$ cat config.mk
export PLATFORM = sky130hd
export DESIGN_NAME = conv_window_scheduler
export DESIGN_NICKNAME = d
export VERILOG_FILES = /design/src/rtl/conv_window_scheduler.sv
export SDC_FILE = /design/constraint.sdc
export NUM_CORES = 1
export LEC_CHECK = 0
export ABC_CLOCK_PERIOD_IN_PS = 11400
export BUFFER_PORTS_ARGS = -buffer_cell sky130_fd_sc_hd__buf_2
export CAP_MARGIN = 10
export CELL_PAD_IN_SITES_DETAIL_PLACEMENT = 0
export CELL_PAD_IN_SITES_GLOBAL_PLACEMENT = 1
export CORE_MARGIN = 2
export CORE_UTILIZATION = 44
export CTS_BUF_LIST = sky130_fd_sc_hd__clkbuf_4 sky130_fd_sc_hd__clkbuf_8 sky130_fd_sc_hd__clkbuf_16
export DETAILED_ROUTE_END_ITERATION = 8
export HOLD_SLACK_MARGIN = 0.15
export PLACE_DENSITY_LB_ADDON = 0.1
export SLEW_MARGIN = 20
export SYNTH_ARGS = -nofsm -noshare
export SYNTH_HDL_FRONTEND = slang
export SYNTH_SLANG_ARGS = --single-unit
$ cat constraint.sdc
create_clock -name clk -period 11.4 [get_ports clk]
set_input_delay 1.14 -clock clk [delete_from_list [all_inputs] [get_ports clk]]
set_output_delay 1.14 -clock clk [all_outputs]
set_load 0.05 [all_outputs]
$ cat src/rtl/conv_window_scheduler.sv
// Convolution window scheduler.
// Walks a k x k window across the image in row-major order. For each window
// it programs the TPU lane addresses, starts the TPU, waits for completion
// and then hands the lane-0 result to the consumer through a valid/ready port.
module conv_window_scheduler #(
    parameter int DATA_WIDTH   = 16,
    parameter int IMAGE_WIDTH  = 5,
    parameter int IMAGE_HEIGHT = 5,
    parameter int NUM_UNITS    = 9,
    parameter int TIMEOUT      = 255,
    localparam int AW = $clog2(IMAGE_WIDTH * IMAGE_HEIGHT),
    localparam int KW = $clog2(IMAGE_WIDTH),
    localparam int LW = $clog2(NUM_UNITS) + 1
) (
    input  logic                      clk,
    input  logic                      reset,
    input  logic                      cmd_valid,
    output logic                      cmd_ready,
    input  logic [KW-1:0]             cmd_kernel_dim,
    output logic [NUM_UNITS*AW-1:0]   tpu_start_addr_1,
    output logic [NUM_UNITS*AW-1:0]   tpu_start_addr_2,
    output logic                      tpu_read_mem1,
    output logic                      tpu_read_mem2,
    output logic [NUM_UNITS-1:0]      tpu_active_units,
    output logic [LW-1:0]             tpu_length,
    output logic                      tpu_start,
    input  logic                      tpu_done,
    input  logic [DATA_WIDTH-1:0]     tpu_result,
    output logic                      res_valid,
    input  logic                      res_ready,
    output logic [DATA_WIDTH-1:0]     res_data,
    output logic [AW-1:0]             res_addr,
    output logic                      busy,
    output logic                      error
);

    localparam int RW      = $clog2(IMAGE_HEIGHT + 1);
    localparam int CW      = $clog2(IMAGE_WIDTH + 1);
    localparam int TW      = $clog2(TIMEOUT + 1);
    localparam int MIN_DIM = (IMAGE_WIDTH < IMAGE_HEIGHT) ? IMAGE_WIDTH : IMAGE_HEIGHT;
    localparam logic [TW-1:0] TO_LAST = TW'(TIMEOUT - 1);

    typedef enum logic [2:0] {IDLE, SETUP, START, WAIT, EMIT, NEXT} state_t;

    state_t          state_q, state_d;
    logic [KW-1:0]   k_q, k_d;
    logic [RW-1:0]   r_q, r_d;
    logic [CW-1:0]   c_q, c_d;
    logic [TW-1:0]   cnt_q, cnt_d;
    logic            ready_q;
    logic            err_d;
    logic            res_cap;
    logic            k_legal;
    logic            c_last;
    logic            r_last;
    logic [AW-1:0]   res_addr_d;

    logic [NUM_UNITS*AW-1:0] addr1_d;
    logic [NUM_UNITS*AW-1:0] addr2_d;
    logic [NUM_UNITS-1:0]    mask_d;
    logic [LW-1:0]           len_d;

    // Kernel legality and window-position decode
    always_comb begin
        k_legal = (32'(cmd_kernel_dim) >= 32'd1) &&
                  (32'(cmd_kernel_dim) <= 32'(MIN_DIM)) &&
                  (32'(cmd_kernel_dim) * 32'(cmd_kernel_dim) <= 32'(NUM_UNITS));
        c_last     = (32'(c_q) == 32'(IMAGE_WIDTH) - 32'(k_q));
        r_last     = (32'(r_q) == 32'(IMAGE_HEIGHT) - 32'(k_q));
        res_addr_d = AW'(32'(r_q) * (32'(IMAGE_WIDTH) - 32'(k_q) + 32'd1) + 32'(c_q));
    end

    // Next-state, window counters and FSM-decoded outputs
    always_comb begin
        state_d       = state_q;
        k_d           = k_q;
        r_d           = r_q;
        c_d           = c_q;
        cnt_d         = cnt_q;
        err_d         = 1'b0;
        res_cap       = 1'b0;
        cmd_ready     = 1'b0;
        tpu_start     = 1'b0;
        tpu_read_mem1 = 1'b0;
        tpu_read_mem2 = 1'b0;
        res_valid     = 1'b0;
        busy          = (state_q != IDLE);
        case (state_q)
            IDLE: begin
                cmd_ready = ready_q;
                if (cmd_valid && ready_q) begin
                    if (k_legal) begin
                        k_d     = cmd_kernel_dim;
                        r_d     = '0;
                        c_d     = '0;
                        state_d = SETUP;
                    end else begin
                        err_d = 1'b1;
                    end
                end
            end
            SETUP: begin
                tpu_read_mem1 = 1'b1;
                tpu_read_mem2 = 1'b1;
                state_d       = START;
            end
            START: begin
                tpu_read_mem1 = 1'b1;
                tpu_read_mem2 = 1'b1;
                tpu_start     = 1'b1;
                cnt_d         = '0;
                state_d       = WAIT;
            end
            WAIT: begin
                tpu_read_mem1 = 1'b1;
                tpu_read_mem2 = 1'b1;
                if (tpu_done) begin
                    res_cap = 1'b1;
                    state_d = EMIT;
                end else if (cnt_q == TO_LAST) begin
                    err_d   = 1'b1;
                    state_d = IDLE;
                end else begin
                    cnt_d = cnt_q + TW'(1);
                end
            end
            EMIT: begin
                res_valid = 1'b1;
                if (res_ready) begin
                    state_d = NEXT;
                end
            end
            NEXT: begin
                if (c_last && r_last) begin
                    state_d = IDLE;
                end else begin
                    if (c_last) begin
                        c_d = '0;
                        r_d = r_q + RW'(1);
                    end else begin
                        c_d = c_q + CW'(1);
                    end
                    state_d = SETUP;
                end
            end
            default: state_d = IDLE;
        endcase
    end

    // Lane address/mask generation for the window about to be loaded;
    // row/col walk the kernel incrementally so no divider is needed.
    always_comb begin
        int unsigned kk;
        int unsigned row;
        int unsigned col;
        addr1_d = '0;
        addr2_d = '0;
        mask_d  = '0;
        kk      = 32'(k_d);
        row     = 0;
        col     = 0;
        for (int unsigned u = 0; u < NUM_UNITS; u++) begin
            if (u < kk * kk) begin
                addr1_d[u*AW +: AW] = AW'((32'(r_d) + row) * 32'(IMAGE_WIDTH) + 32'(c_d) + col);
                addr2_d[u*AW +: AW] = AW'(u);
                mask_d[u]           = 1'b1;
                if (col == kk - 1) begin
                    col = 0;
                    row = row + 1;
                end else begin
                    col = col + 1;
                end
            end
        end
        len_d = LW'(kk * kk);
    end

    // FSM state and counter registers
    always_ff @(posedge clk) begin
        if (!reset) begin
            state_q <= IDLE;
            k_q     <= '0;
            r_q     <= '0;
            c_q     <= '0;
            cnt_q   <= '0;
            ready_q <= 1'b0;
        end else begin
            state_q <= state_d;
            k_q     <= k_d;
            r_q     <= r_d;
            c_q     <= c_d;
            cnt_q   <= cnt_d;
            ready_q <= 1'b1;
        end
    end

    // Registered TPU programming, result capture and error pulse
    always_ff @(posedge clk) begin
        if (!reset) begin
            tpu_start_addr_1 <= '0;
            tpu_start_addr_2 <= '0;
            tpu_active_units <= '0;
            tpu_length       <= '0;
            res_data         <= '0;
            res_addr         <= '0;
            error            <= 1'b0;
        end else begin
            error <= err_d;
            if (state_d == SETUP) begin
                tpu_start_addr_1 <= addr1_d;
                tpu_start_addr_2 <= addr2_d;
                tpu_active_units <= mask_d;
                tpu_length       <= len_d;
            end
            if (res_cap) begin
                res_data <= tpu_result;
                res_addr <= res_addr_d;
            end
        end
    end

endmodule

Yosys cells after proc, flatten, opt, wreduce, memory -nomap -nowiden
Cells that the tools add are included.
{"block": "word_totals", "reg_bits": 142, "inputBits": 24, "output_inout_bits": 132, "wordCells": 204}
{"block": "op_classes", "add_sub_neg": 46, "mul": 12, "order_cmp": 12, "n_eq_ne": 18, "n_mux": 93, "reduce_logical": 10}
{"op": "2-to-1 mux 32 bit", "count": 26}
{"op": "adder 32 x 1 -> 32 bit, second input constant", "count": 13}
{"op": "adder 3 x 32 -> 32 bit", "count": 8}
{"op": "multiplier 32 x 3 -> 5 bit, second input constant", "count": 8}
{"op": "== test 32 bit", "count": 7}
{"op": "== test 3 x 32 -> 1 bit", "count": 2}
{"op": "2-to-1 mux 3 bit", "count": 20}
{"op": "2-to-1 mux 5 bit", "count": 11}
{"op": "adder 5 x 3 -> 5 bit", "count": 9}
{"op": "adder 5 bit", "count": 8}
{"op": "zero test 32 bit", "count": 1}
{"op": "2-to-1 mux 1 bit", "count": 26}
{"op": "less-than comparator 3 x 6 -> 1 bit, first input constant", "count": 4}
{"op": "case mux 3 bit (6 select lines)", "count": 1}
{"op": "2-to-1 mux 8 bit", "count": 2}
{"op": "case mux 8 bit (2 select lines)", "count": 1}
{"op": "less-than comparator 1 x 6 -> 1 bit, first input constant", "count": 2}
{"op": "less-than comparator 2 x 6 -> 1 bit, first input constant", "count": 2}
{"op": "multiplier 3 x 3 -> 6 bit", "count": 2}
{"op": "case mux 3 bit (2 select lines)", "count": 2}
{"op": "adder 8 x 1 -> 8 bit, second input constant", "count": 1}
{"op": "== test 8 bit, second input constant", "count": 1}
{"op": "adder 3 x 1 -> 3 bit, second input constant", "count": 2}
{"op": "== test 3 x 1 -> 1 bit, second input constant", "count": 2}
{"op": "23 further kinds", "count": 30}

Depth between registers and ports, before layout
Gate-level depths: netlist of run 1.
{"block": "depth", "word_depth": 36, "depth_mapped": 47, "ltp_nobuf": 44}

Worst setup path after synthesis of run 1
OpenSTA, ideal clock, no wires.
{"block": "synth_path", "path_kind": "input -> register", "startpoint": "in cmd_kernel_dim[0]", "endpoint": "reg tpu_start_addr_1[44]", "setup_time_ps": 79, "arrival_time_ps": 10488, "required_time_ps": 11321, "slack_ps": 834, "stages": 45, "n_path_buf": 3, "cell_sequence": "and2_1 -> ha_1 -> and3b_1 -> clkbuf_1 -> nor2_1 -> a22oi_1 -> and2_1 -> buf_2 -> buf_1 -> ha_1 -> nand2b_1 -> a21oi_1 -> a311o_1 -> nor3_1 -> o21ai_0 -> nor2b_1 -> ha_1 -> mux2_2 -> [9 not listed] -> xor2_1 -> xnor2_1 -> ha_1 -> nand2b_1 -> nand2_1 -> ha_1 -> ha_1 -> inv_1 -> fa_1 -> inv_1 -> ha_1 -> a21o_1 -> a21oi_1 -> xnor2_1 -> xnor2_1 -> and4_4 -> or2_0 -> o211ai_1"}
{"block": "synth_via", "elab_chain_len": 36, "elab_cells_between_ends": 89, "cone_classes": "add/sub (18); mul (3); order compare (12); eq/ne (8); mux (45); reduce/logical (3)"}
{"item": "from (decl)", "line_no": "19", "text": "input logic [KW-1:0] cmd_kernel_dim,"}
{"item": "branches (longest 36 deep; another with adder 32 x 1 -> 32 bit)"}
{"item": "to (signal assigned)", "line_no": "210", "text": "tpu_start_addr_1 <= addr1_d;"}
{"item": "to (decl)", "line_no": "20", "text": "output logic [NUM_UNITS*AW-1:0] tpu_start_addr_1,"}
Parallel ways; which one is timed is not known.
A chain may end at the register's enable or synchronous reset.

Final worst setup path of run 1
{"block": "layout_path", "startpoint": "in cmd_kernel_dim[0]", "endpoint": "reg tpu_start_addr_1[44]"}
{"block": "layout_via", "elab_chain_len": 36, "elab_cells_between_ends": 89, "cone_classes": "add/sub (18); mul (3); order compare (12); eq/ne (8); mux (45); reduce/logical (3)"}
{"item": "multiplier 3 x 3 -> 6 bit (tied with other cells)", "line_no": "67", "text": "(32'(cmd_kernel_dim) * 32'(cmd_kernel_dim) <= 32'(NUM_UNITS));"}
{"item": "<= comparator 6 x 4 -> 1 bit or logical AND 1 bit (tied branches)", "line_no": "67, 65"}
{"item": "logical AND 1 bit (*)", "line_no": "66", "text": "(32'(cmd_kernel_dim) <= 32'(MIN_DIM)) &&"}
{"item": "2-to-1 mux 3 bit (*)", "line_no": "92", "text": "if (k_legal) begin"}
{"item": "2-to-1 mux 3 bit (*)", "line_no": "91", "text": "if (cmd_valid && ready_q) begin"}
{"item": "2-to-1 mux 3 bit (*)", "line_no": "88", "text": "case (state_q)"}
{"item": "via k_d[1]", "line_no": "46", "text": "logic [KW-1:0] k_q, k_d;"}
{"item": "branches (longest 29 deep; another with adder 32 x 1 -> 32 bit)"}
{"item": "2-to-1 mux 5 bit (*)", "line_no": "163", "text": "if (u < kk * kk) begin"}
Mark *: on every way through the listed nets, which the timed path passes.

==> metrics.md, run 1 <==
| Metric | Value |
|---|---|
| Status | finished, final reports clean |
| Period utilization | 91.75% |
| Initial Util | around 45% |
| Die Y | 153.1 µm |
| Commonest non-fill, non-tap cell in the layout | ha_1 |
| GRT met1 Usage | 28.79% |
| Worst Setup Start Kind | input port |
| Grt total ovfl | 0 |
| CTS resizes | 0 |
| Worst Hold Class | register to register |
| Sequential-to-total area share from yosys stat | 20.07% |
| HP Start | res_data[9] |
| Cell family with most CP delay | compound AO/OA/AOI/OAI gates |
| FF+latch area | 1962 µm² |
| Fin crit period | around 10 ns |
| Max stage delay on crit path | between 0.5 and 0.6 ns |
| Cell variety after synth | 80 |
| Vias post-DR | 8286 |
| WL final | 26.32 mm |
| Endpoints failing setup | 0 |
| Post-synth EDFFs | 0 |
| Syn Area/Cell | 8.480 µm² |
| Wirelength per Cell | 17.06 µm |
| Post-route DRC | 0 |
| Drt via density | 5.370 |
| GR peak layer | met2 |
| Hold path depth | 2 |
| First-pass GRT wire length | 43.27 mm |
| # IOs | approximately 160 |
| Reg2Reg Setup Slack | 1.41 ns |
| RSZ-0062 raised after global routing | false |
| Cell count after synthesis | 1153 |
| Placed cell count | 1527 |
| Clk slew on worst S/H paths | about 0.080 ns |
| RR Endpoint | tpu_start_addr_1[44] |
| R2R cell count | 39 |
| Max_cap viols | 0 |
| WP data arrival | 10.75 ns |
| CTS tree | built |
| Post-DP HPWL | slightly above 20 mm |
| Grt met3 use | 3.799% |
| Initial drt markers | 404 |
| Initial antenna violation count | 0 |
| Worst vdd ir | 0.00006655 V |
| Synth-to-Final Area Change | 11.30% |
| Vias in the first global route | 8303 |
| Post-synth ARST share | 0% |
| Pin count of the biggest net entering global routing | 70 |
| Hold-fix buffers, CTS | 0 |
| Postcts setup bufs | 0 |
| Crit-path slowest cell | fa_1 |
| Die X | roughly 150 µm |
| Max Slew Vio Count | 0 |
| Lkg Pwr | roughly 5.5 nW |
| Pre-antenna DRT Iters | 5 |
| Clock tree root driver cell | clkbuf_16 |
| Required time at the worst-slack endpoint | between 10 and 15 ns |
| Setup TNS | 0 ns |
| Worst-Skew Late Latency | around 0.36 ns |
| Final Skew | 0.01007 ns |
| CORE AREA | between 20000 and 25000 µm² |
| Mapped Area | 9777 µm² |
| # diodes | 0 |
| Crit path max fanout | 12 |
| WS Path Type | input port to register |
| Hold path endpoint | res_data[9] |
| Power Density | between 80 and 90 nW/µm² |
| Met2 global-route usage | 40.18% |
| PortBufs | 122 |
| Clk sink count | 98 |
| Gp weighted congestion | 0.9136 |
| Multi-input logic area | 7059 µm² |
| CP endpoint kind | register |
| Htree depth | 3 |
| Most frequent cells in the layout | ha_1, buf_2, dfxtp_1 |
| CTS max path bufs | 2 |
| Fmax | 0.09561 GHz |
| Least-Margin Pin Slew | 0.8936 ns |
| Max transition margin | between 40% and 50% |
| GR Util All Layers | 22.73% |
| Rows | 54 |
| Filler cells | 2223 |
| Worst reg2reg path startpoint | state_q[1] |
| Die area | 23430 µm² |
| Post-DRT Antenna Nets | 0 |
| Register bit count reported by yosys | about 100 |
| Yosys warning count | 0 |
| Layout Nets | roughly 1500 |
| Non-Filler Instances | 1543 |
| Share of cells above drive strength 1 | between 10% and 20% |
| Bufs and invs on worst path | 5 |
| CP most frequent cell | ha_1 |
| Most used DFF post-synth | dfxtp_1 |
| TritonCTS buffer count | 9 |
| Final Hold Vio Count | 0 |
==> report_power, final <==
group          total [mW]  switching, mW  internal (mW)
clock               0.336          0.159          0.177
sequential          0.348        0.00326          0.344
combinational       0.241          0.169         0.0723
==> per-stage QoR <==
step | power [mW] | worst slack (ns) | area (µm²) | hold WS, ns | utilization, %
2_1_floorplan | 0.5393 | 0.8335 | 9901 | 0.4584 | -
3_3_place_gp | 0.5964 | 0.8020 | 10560 | 0.4476 | 48.39
4_1_cts | 0.9375 | 1.036 | 10880 | 0.4649 | 49.86
3_5_place_dp | 0.5953 | 0.6481 | 10560 | 0.4538 | 48.39
6_report | 0.9244 | 0.9406 | 10880 | 0.4588 | 49.86
5_1_grt | 0.9747 | 0.2230 | 10880 | 0.4896 | 49.86
==> registers in the layout, indices dropped and copies added, names as in the netlist <==
signal / count
tpu_length: 4
r_q: 3
cnt_q: 8
tpu_start_addr_2: 1
res_data: 16
res_addr: 5
tpu_active_units: 5
c_q: 3
error: 1
tpu_start_addr_1: 45
state_q: 3
k_q: 3
ready_q: 1
==> worst min-delay path: cells and delay by family (launching register included) <==
kind / cells / cell delay [ns]
AOI/OAI and AO/OA: 1 / 0.06
DFF: 1 / 0.31
and+or+nand+nor: 1 / 0.04
==> area by class of cell <==
cell class,count,area share (%)
multi-input cells,907,64.87
flip-flops and latches,98,18.03
repair buffers,155,7.888
well taps,280,3.219
inverters,87,3.047
clock buffers,9,2.070
clock inverters,7,0.8739
==> cells by family after synthesis <==
logic type | count (synthesis) | share of synthesized area (%)
AO/OA/AOI/OAI | 261 | 18.56
XOR/XNOR | 90 | 8.139
adder cells (fa/ha/maj) | 180 | 25.95
buffers and inverters | 181 | 9.099
flip-flops | 98 | 20.07
multiplexers | 4 | 0.4479
other | 1 | 0.03836
AND/OR/NAND/NOR | 338 | 17.70
==> cells in the mapped netlist (all sizes together) (31+ instances only) <==
library cell | count | area [µm²]
xnor2 | 57 | 506.7
buf | 56 | 415.4
dfxtp | 98 | 1962
fa | 38 | 760.7
nor2 | 55 | 206.5
inv | 86 | 322.8
and2 | 31 | 193.9
clkbuf | 38 | 142.6
nor2b | 48 | 300.3
a21oi | 71 | 355.3
ha | 142 | 1777
a21boi | 33 | 247.7
xor2 | 33 | 289.0
nand2 | 95 | 356.6
==> worst max path at each step <==
stage / from / to / cells past startpoint
floorplan: cmd_kernel_dim[0] / tpu_start_addr_1[44] / 45
global placement: cmd_kernel_dim[0] / tpu_start_addr_1[44] / 41
detailed placement: cmd_kernel_dim[0] / tpu_start_addr_1[44] / 41
CTS: cmd_kernel_dim[0] / tpu_start_addr_1[44] / 41
global route: cmd_kernel_dim[0] / tpu_start_addr_1[44] / 42
finish: cmd_kernel_dim[0] / tpu_start_addr_1[44] / 41
==> per-layer routing <==
metal / up-vias / part of all wire (%) / wire length [µm]
met3: 40 / 4.6 / 1202
met4: 0 / 2.1 / 544
met1: 3890 / 44 / 11600
met2: 217 / 49 / 12980
met5: - / 0 / 0
li1: 4139 / - / -
(Power assumes the default switching activity.)
==> inputs of run 2 (changes only) <==
--- a/config.mk
+++ b/config.mk
@@ -5,15 +5,16 @@
 export SDC_FILE = /design/constraint.sdc
 export NUM_CORES = 1
 export LEC_CHECK = 0
-export ABC_CLOCK_PERIOD_IN_PS = 11400
+export ABC_CLOCK_PERIOD_IN_PS = 8900
 export BUFFER_PORTS_ARGS = -buffer_cell sky130_fd_sc_hd__buf_2
 export CAP_MARGIN = 10
 export CELL_PAD_IN_SITES_DETAIL_PLACEMENT = 0
 export CELL_PAD_IN_SITES_GLOBAL_PLACEMENT = 1
 export CORE_MARGIN = 2
-export CORE_UTILIZATION = 44
+export CORE_UTILIZATION = 40
 export CTS_BUF_LIST = sky130_fd_sc_hd__clkbuf_4 sky130_fd_sc_hd__clkbuf_8 sky130_fd_sc_hd__clkbuf_16
 export DETAILED_ROUTE_END_ITERATION = 8
+export GPL_TIMING_DRIVEN = 0
 export HOLD_SLACK_MARGIN = 0.15
 export PLACE_DENSITY_LB_ADDON = 0.1
 export SLEW_MARGIN = 20
==> constraint.sdc (replaced) <==
create_clock -name clk -period 8.9 [get_ports clk]
set_input_delay 0.89 -clock clk [delete_from_list [all_inputs] [get_ports clk]]
set_output_delay 0.89 -clock clk [all_outputs]
set_load 0.05 [all_outputs]
==> metrics.md, run 2 (synthesis results as in run 1) <==
| Metric | Value |
|---|---|
| Status | finished with violations |
| Failing checks | setup timing |
| # IOs | 156 (unchanged) |
| GR Util All Layers | 23.58% (+0.86 points) |
| Endpoints failing setup | 2 (+2) |
| Critical path depth | 45 (+9.8%) |
| Post-route DRC | 0 (unchanged) |
| Worst Setup Start Kind | input port |
| Pin count of the biggest net entering global routing | 20 (-71%) |
| Die Y | 160.3 µm (+4.8%) |
| Filler cells | 2292 (+3.1%) |
| Die X | 160.3 µm (+4.8%) |
| PortBufs | 122 (unchanged) |
| Layout Nets | 1597 (+9.2%) |
| R2R cell count | 41 (+5.1%) |
| Clk slew on worst S/H paths | 0.09 ns (about the same) |
| Gp weighted congestion | 0.9360 (+2.5%) |
| Post-DRT Antenna Nets | 0 (unchanged) |
| Worst setup startpoint | cmd_kernel_dim[0] |
| Initial antenna violation count | 0 (unchanged) |
| Synth-to-Final Area Change | 30.57% |
| Initial Util | 40.44% (-4.4 points) |
| Hold-fix buffers, CTS | 0 (unchanged) |
| Pre-antenna DRT Iters | 5 (unchanged) |
| Largest regs | tpu_start_addr_1 x45, res_data x16, cnt_q x8 |
| Proportion of power drawn by flip-flops and latches | 34.7% (-2.9 points) |
| WS Path Type | input port to register |
| Part of the power in combinational logic | 33.4% (+7.3 points) |
| First-pass GRT wire length | 48.01 mm (+11%) |
| Worst vdd ir | 0.00007559 V (+14%) |
| Max FFs per register | 45 (unchanged) |
| Share of cells above drive strength 1 | 29.04% (+14 points) |
| Cell family with most CP delay | compound AO/OA/AOI/OAI gates |
| Crit path max fanout | 6 (-6) |
| Vias in the first global route | 8796 (+5.9%) |
| Post-DP HPWL | 23.16 mm (+14%) |
| Non-Filler Instances | 1722 (+12%) |
| Dpl ws | -2.440 ns (-3.088 ns) |
| # diodes | 0 (unchanged) |
| Power Density | 100.2 nW/µm² (+18%) |
| Htree depth | 3 (unchanged) |
| CTS tree | built |
| Worst-Skew Late Latency | 0.37 ns (about the same) |
| TritonCTS buffer count | 9 (unchanged) |
| Max stage delay on crit path | 0.51 ns (-0.02 ns) |
| Largest Register | tpu_start_addr_1 |
| Max Slew Vio Count | 0 (unchanged) |
| Wirelength per Cell | 17.82 µm (+4.4%) |
| Fin crit period | 9.176 ns |
| Vias post-DR | 8993 (+8.5%) |
| Clk sink count | 98 (unchanged) |
| Pint | 0.8012 mW (+35%) |
| Placed cell count | 1637 (+7.2%) |
| Clock tree root driver cell | clkbuf_16 |
| Fmax | ~0.11 GHz |
| Hold path depth | 2 (unchanged) |
| Worst reg2reg path startpoint | state_q[1] |
| WL final | 30.68 mm (+17%) |
| Drt via density | 5.222 (-2.7%) |
| Placed inst area | 11190 µm² (+5.9%) |
| Setup TNS | -0.2953 ns (-0.2953 ns) |
| HP Start | res_data[5] |
| Commonest non-fill, non-tap cell in the layout | buf_2 |
| Post-route cell area | 12770 µm² (+17%) |
| Max transition margin | 26.58% (-14 points) |
| Period utilization | 103.1% |
| Final Hold Vio Count | 0 (unchanged) |
| Crit-path slowest cell | fa_1 |
| Max_cap viols | 0 (unchanged) |
| Grt total ovfl | 0 (unchanged) |
| WHS | 0.4582 ns (-0.0006060 ns) |
| Worst Hold Class | register to register |
| CP most frequent cell | ha_4 |
| Final setup margin | -0.2759 ns (-1.217 ns) |
| Rows | 57 (+5.6%) |
| Switching share of total power | 37.38% (+1.6 points) |
| Power consumption | 1.279 mW (+38%) |
| CORE AREA | 24180 µm² (+11%) |
| NetSw | 0.4782 mW (+45%) |
| Die area | 25710 µm² (+9.7%) |
| Final Skew | 0.01146 ns (+0.001398 ns) |
| Least-Margin Pin Slew | 1.096 ns (+0.2026 ns) |
| Bufs and invs on worst path | 9 (+4) |
| Clk pwr share | 31.9% (-4.4 points) |
| CTS max path bufs | 2 (unchanged) |
| Lkg Pwr | 6.197 nW (+12%) |
| RSZ-0062 raised after global routing | true |
| CP endpoint kind | register |
| WP data arrival | 9.47 ns (-1.28 ns) |
| Required time at the worst-slack endpoint | 9.20 ns (-2.49 ns) |
| Initial drt markers | 492 (+22%) |
| Most frequent cells in the layout | buf_2, ha_1, buf_4 |
| Util after Layout | 52.80% (+2.9 points) |
run 2: power groups by stage:
stage                     logic [mW]  registers [mW]  clock network, mW
after floorplan                0.244           0.459                  0
after global placement         0.334           0.455                  0
after detailed placement       0.336           0.455                  0
after CTS                      0.389           0.445              0.420
after global routing           0.459           0.445              0.436
final                          0.427           0.445              0.408
run 2: what timing repair did:
item                       4_1_cts  5_1_grt
pin swaps                       40       88
gates resized for setup         73       77
setup endpoints to repair       17       11
gates cloned                     0        0
setup buffers                   43       30
run 2: area by class of cell:
class	instances	area, µm²	share of cell area (%)
Multi-Input combinational cell	907	7871	61.66
Sequential cell	98	1962	15.37
Timing Repair Buffer	197	1270	9.948
Buffer	93	618.1	4.842
Tap cell	324	405.4	3.176
Inverter	87	344.1	2.695
Clock buffer	9	225.2	1.764
Clock inverter	7	70.07	0.5489
run 2: layer usage:
metal  wire, µm  global-route usage (%)
met4        945                   7.658
met3       1460                   2.738
met5          0                       0
met1      13330                   30.28
met2      14940                   41.36
run 2: worst paths after layout:
path / endpoint / slack (ns)
worst min-delay path: res_data[5] / 0.46
worst max register to register: tpu_start_addr_1[44] / -0.21
worst min register to register: res_data[5] / 0.46
worst max-delay path: tpu_start_addr_1[44] / -0.28
run 2: worst min-delay path: cells and delay by family, from the launching register on:
| kind | cells | cell delay [ns] |
|---|---|---|
| AOI/OAI and AO/OA | 1 | 0.06 |
| and+or+nand+nor | 1 | 0.04 |
| DFF | 1 | 0.31 |
==> inputs of run 3 (changes only) <==
--- a/config.mk
+++ b/config.mk
@@ -5,13 +5,13 @@
 export SDC_FILE = /design/constraint.sdc
 export NUM_CORES = 1
 export LEC_CHECK = 0
-export ABC_CLOCK_PERIOD_IN_PS = 8900
+export ABC_CLOCK_PERIOD_IN_PS = 9000
 export BUFFER_PORTS_ARGS = -buffer_cell sky130_fd_sc_hd__buf_2
 export CAP_MARGIN = 10
 export CELL_PAD_IN_SITES_DETAIL_PLACEMENT = 0
 export CELL_PAD_IN_SITES_GLOBAL_PLACEMENT = 1
 export CORE_MARGIN = 2
-export CORE_UTILIZATION = 40
+export CORE_UTILIZATION = 44
 export CTS_BUF_LIST = sky130_fd_sc_hd__clkbuf_4 sky130_fd_sc_hd__clkbuf_8 sky130_fd_sc_hd__clkbuf_16
 export DETAILED_ROUTE_END_ITERATION = 8
 export GPL_TIMING_DRIVEN = 0
==> constraint.sdc (replaced) <==
create_clock -name clk -period 9 [get_ports clk]
set_input_delay 0.9 -clock clk [delete_from_list [all_inputs] [get_ports clk]]
set_output_delay 0.9 -clock clk [all_outputs]
set_load 0.05 [all_outputs]
==> metrics.md, run 3 (synthesis results as in run 1) <==
| Metric | Value |
|---|---|
| Gp weighted congestion | 0.9381 (+0.22%) |
| Max FFs per register | 45 (unchanged) |
| Pre-antenna DRT Iters | 6 (+1) |
| Pin count of the biggest net entering global routing | 19 (-5.0%) |
| Final setup margin | -0.4148 ns (-0.1388 ns) |
| Worst Hold Class | register to register |
| Vias post-DR | 9079 (+0.96%) |
| Layout Nets | 1604 (+0.44%) |
| Failing checks | setup timing |
| Initial drt markers | 566 (+15%) |
| Die X | 153.1 µm (-4.5%) |
| Multi-input logic area | 7999 µm² (+1.6%) |
| Largest Register | tpu_start_addr_1 |
| Max stage delay on crit path | 0.51 ns (about the same) |
| # diodes | 0 (unchanged) |
| Endpoints failing setup | 3 (+1) |
| WHS | 0.4612 ns (+0.002939 ns) |
| Reg2Reg Setup Slack | -0.29 ns (-0.08 ns) |
| Filler cells | 2009 (-12%) |
| Max_cap viols | 0 (unchanged) |
| CORE AREA | 21820 µm² (-9.7%) |
| Initial antenna violation count | 0 (unchanged) |
| Htree depth | 3 (unchanged) |
| Worst vdd ir | 0.00007831 V (+3.6%) |
| GR Util All Layers | 25.32% (+1.7 points) |
| RSZ-0062 raised after global routing | true |
| Post-DRT Antenna Nets | 0 (unchanged) |
| Post-route DRC | 0 (unchanged) |
| WP data arrival | 9.72 ns (+0.25 ns) |
| First-pass GRT wire length | 47.53 mm (-1.0%) |
| Placed cell count | 1593 (-2.7%) |
| Period utilization | 104.6% |
| Hold path depth | 2 (unchanged) |
| Share of cells above drive strength 1 | 30.25% (+1.2 points) |
| Clock tree root driver cell | clkbuf_16 |
| Largest regs | tpu_start_addr_1 x45, res_data x16, cnt_q x8 |
| Synth-to-Final Area Change | 32.03% |
| Final Skew | 0.02367 ns (+0.01220 ns) |
| Most frequent cells in the layout | buf_4, buf_2, ha_1 |
| CP endpoint kind | register |
| Power Density | 100.3 nW/µm² (about the same) |
| R2R cell count | 42 (+2.4%) |
| Die area | 23430 µm² (-8.9%) |
| CTS max path bufs | 2 (unchanged) |
| Status | finished with violations |
| Rows | 54 (-5.3%) |
| PortBufs | 122 (unchanged) |
| HP Start | tpu_start_addr_1[22] |
| Max transition margin | 21.65% (-4.9 points) |
| Worst Setup Start Kind | input port |
| FF+latch area | 1962 µm² (unchanged) |
| Fmax | 0.1062 GHz |
| WS Path Type | input port to register |
| Worst-Skew Late Latency | 0.37 ns (about the same) |
| WL final | 30.15 mm (-1.7%) |
| Crit path max fanout | 6 (unchanged) |
| Wirelength per Cell | 17.89 µm (+0.42%) |
| Max Slew Vio Count | 0 (unchanged) |
| Non-Filler Instances | 1685 (-2.1%) |
| Lkg Pwr | 6.214 nW (+0.27%) |
| # IOs | 156 (unchanged) |
| Setup TNS | -0.5397 ns (-0.2444 ns) |
| Required time at the worst-slack endpoint | 9.31 ns (+0.11 ns) |
| CP most frequent cell | ha_4 |
| Vias in the first global route | 8897 (+1.1%) |
| Worst reg2reg path startpoint | state_q[2] |
| Post-DP HPWL | 22.31 mm (-3.7%) |
| Clk sink count | 98 (unchanged) |
| Drt via density | 5.388 (+3.2%) |
| Grt total ovfl | 0 (unchanged) |
| Clk slew on worst S/H paths | 0.10 ns (about the same) |
| Final Hold Vio Count | 0 (unchanged) |
| CTS tree | built |
| Fin crit period | 9.415 ns |
| TritonCTS buffer count | 9 (unchanged) |
| Die Y | 153.1 µm (-4.5%) |
| Crit-path slowest cell | fa_1 |
| Initial Util | 44.80% (+4.4 points) |
| Hold path endpoint | tpu_start_addr_1[22] |
| RR Endpoint | tpu_start_addr_1[44] |
| Least-Margin Pin Slew | 1.170 ns (+0.07358 ns) |
[run 3: changes by cell type in the layout (fill, tap and decap cells not counted), sizes merged]
cell / previous run / this run
bufinv: 0 / 1
clkinv: 4 / 3
buf: 256 / 261
clkbuf: 43 / 45
[run 3: critical path: cells and delay by family]
kind            cells  cell delay (ns)
fa+ha+maj           8             2.29
compound gates     12             2.77
xor+xnor            3             0.48
buf+inv            10             0.98
mux                 1             0.34
simple gates       12             1.94
[run 3: timing repair]
action,in CTS,in global routing
gates cloned,0,0
endpoints found under the setup margin,17,12
setup buffers,52,29
pin swaps,56,89
hold buffers,0,0
resized for setup,86,82
[run 3: worst max path at each step]
stage	startpoint	to	slack, ns	cells after the start
final	cmd_kernel_dim[2]	tpu_start_addr_1[44]	-0.41	46
after CTS	cmd_kernel_dim[1]	tpu_start_addr_1[44]	-0.32	45
after detailed placement	cmd_kernel_dim[0]	tpu_start_addr_1[44]	-2.35	45
after global routing	cmd_kernel_dim[1]	tpu_start_addr_1[44]	-0.69	44
after floorplan	cmd_kernel_dim[0]	tpu_start_addr_1[44]	-0.55	42
after global placement	cmd_kernel_dim[0]	tpu_start_addr_1[44]	-2.60	44
[run 3: stage by stage]
stage	util, %	power [mW]	setup slack [ns]	area, µm²
6_report	59.15	1.295	-0.4148	12910
2_1_floorplan	-	0.6955	-0.5455	10070
3_3_place_gp	50.57	0.7762	-2.599	11040
3_5_place_dp	51.01	0.7759	-2.345	11130
4_1_cts	56.20	1.256	-0.3246	12260
5_1_grt	59.15	1.354	-0.6883	12910
[run 3: per-layer routing]
layer,global-route usage (%),vias up,share of wire [%]
met5,0,-,0
met2,44.73,290,49
li1,-,4435,-
met1,31.41,4276,42
met4,9.392,0,3.6
met3,3.374,78,5.2
[run 3: area by class of cell]
| class | count | area share, % |
|---|---|---|
| Clock inverter | 7 | 0.6785 |
| Buffer | 93 | 4.720 |
| Timing Repair Buffer | 204 | 10.29 |
| Multi-Input combinational cell | 907 | 61.97 |
| Sequential cell | 98 | 15.20 |
| Inverter | 87 | 2.685 |
| Clock buffer | 9 | 1.745 |
| Tap cell | 280 | 2.714 |
[run 3: where the power goes]
group,total [mW],internal (mW),leakage (nW),switching (mW)
registers,0.440,0.436,0.790,0.00351
clock network,0.428,0.222,0.151,0.206
logic,0.427,0.163,5.27,0.264
total,1.29,0.821,6.21,0.474
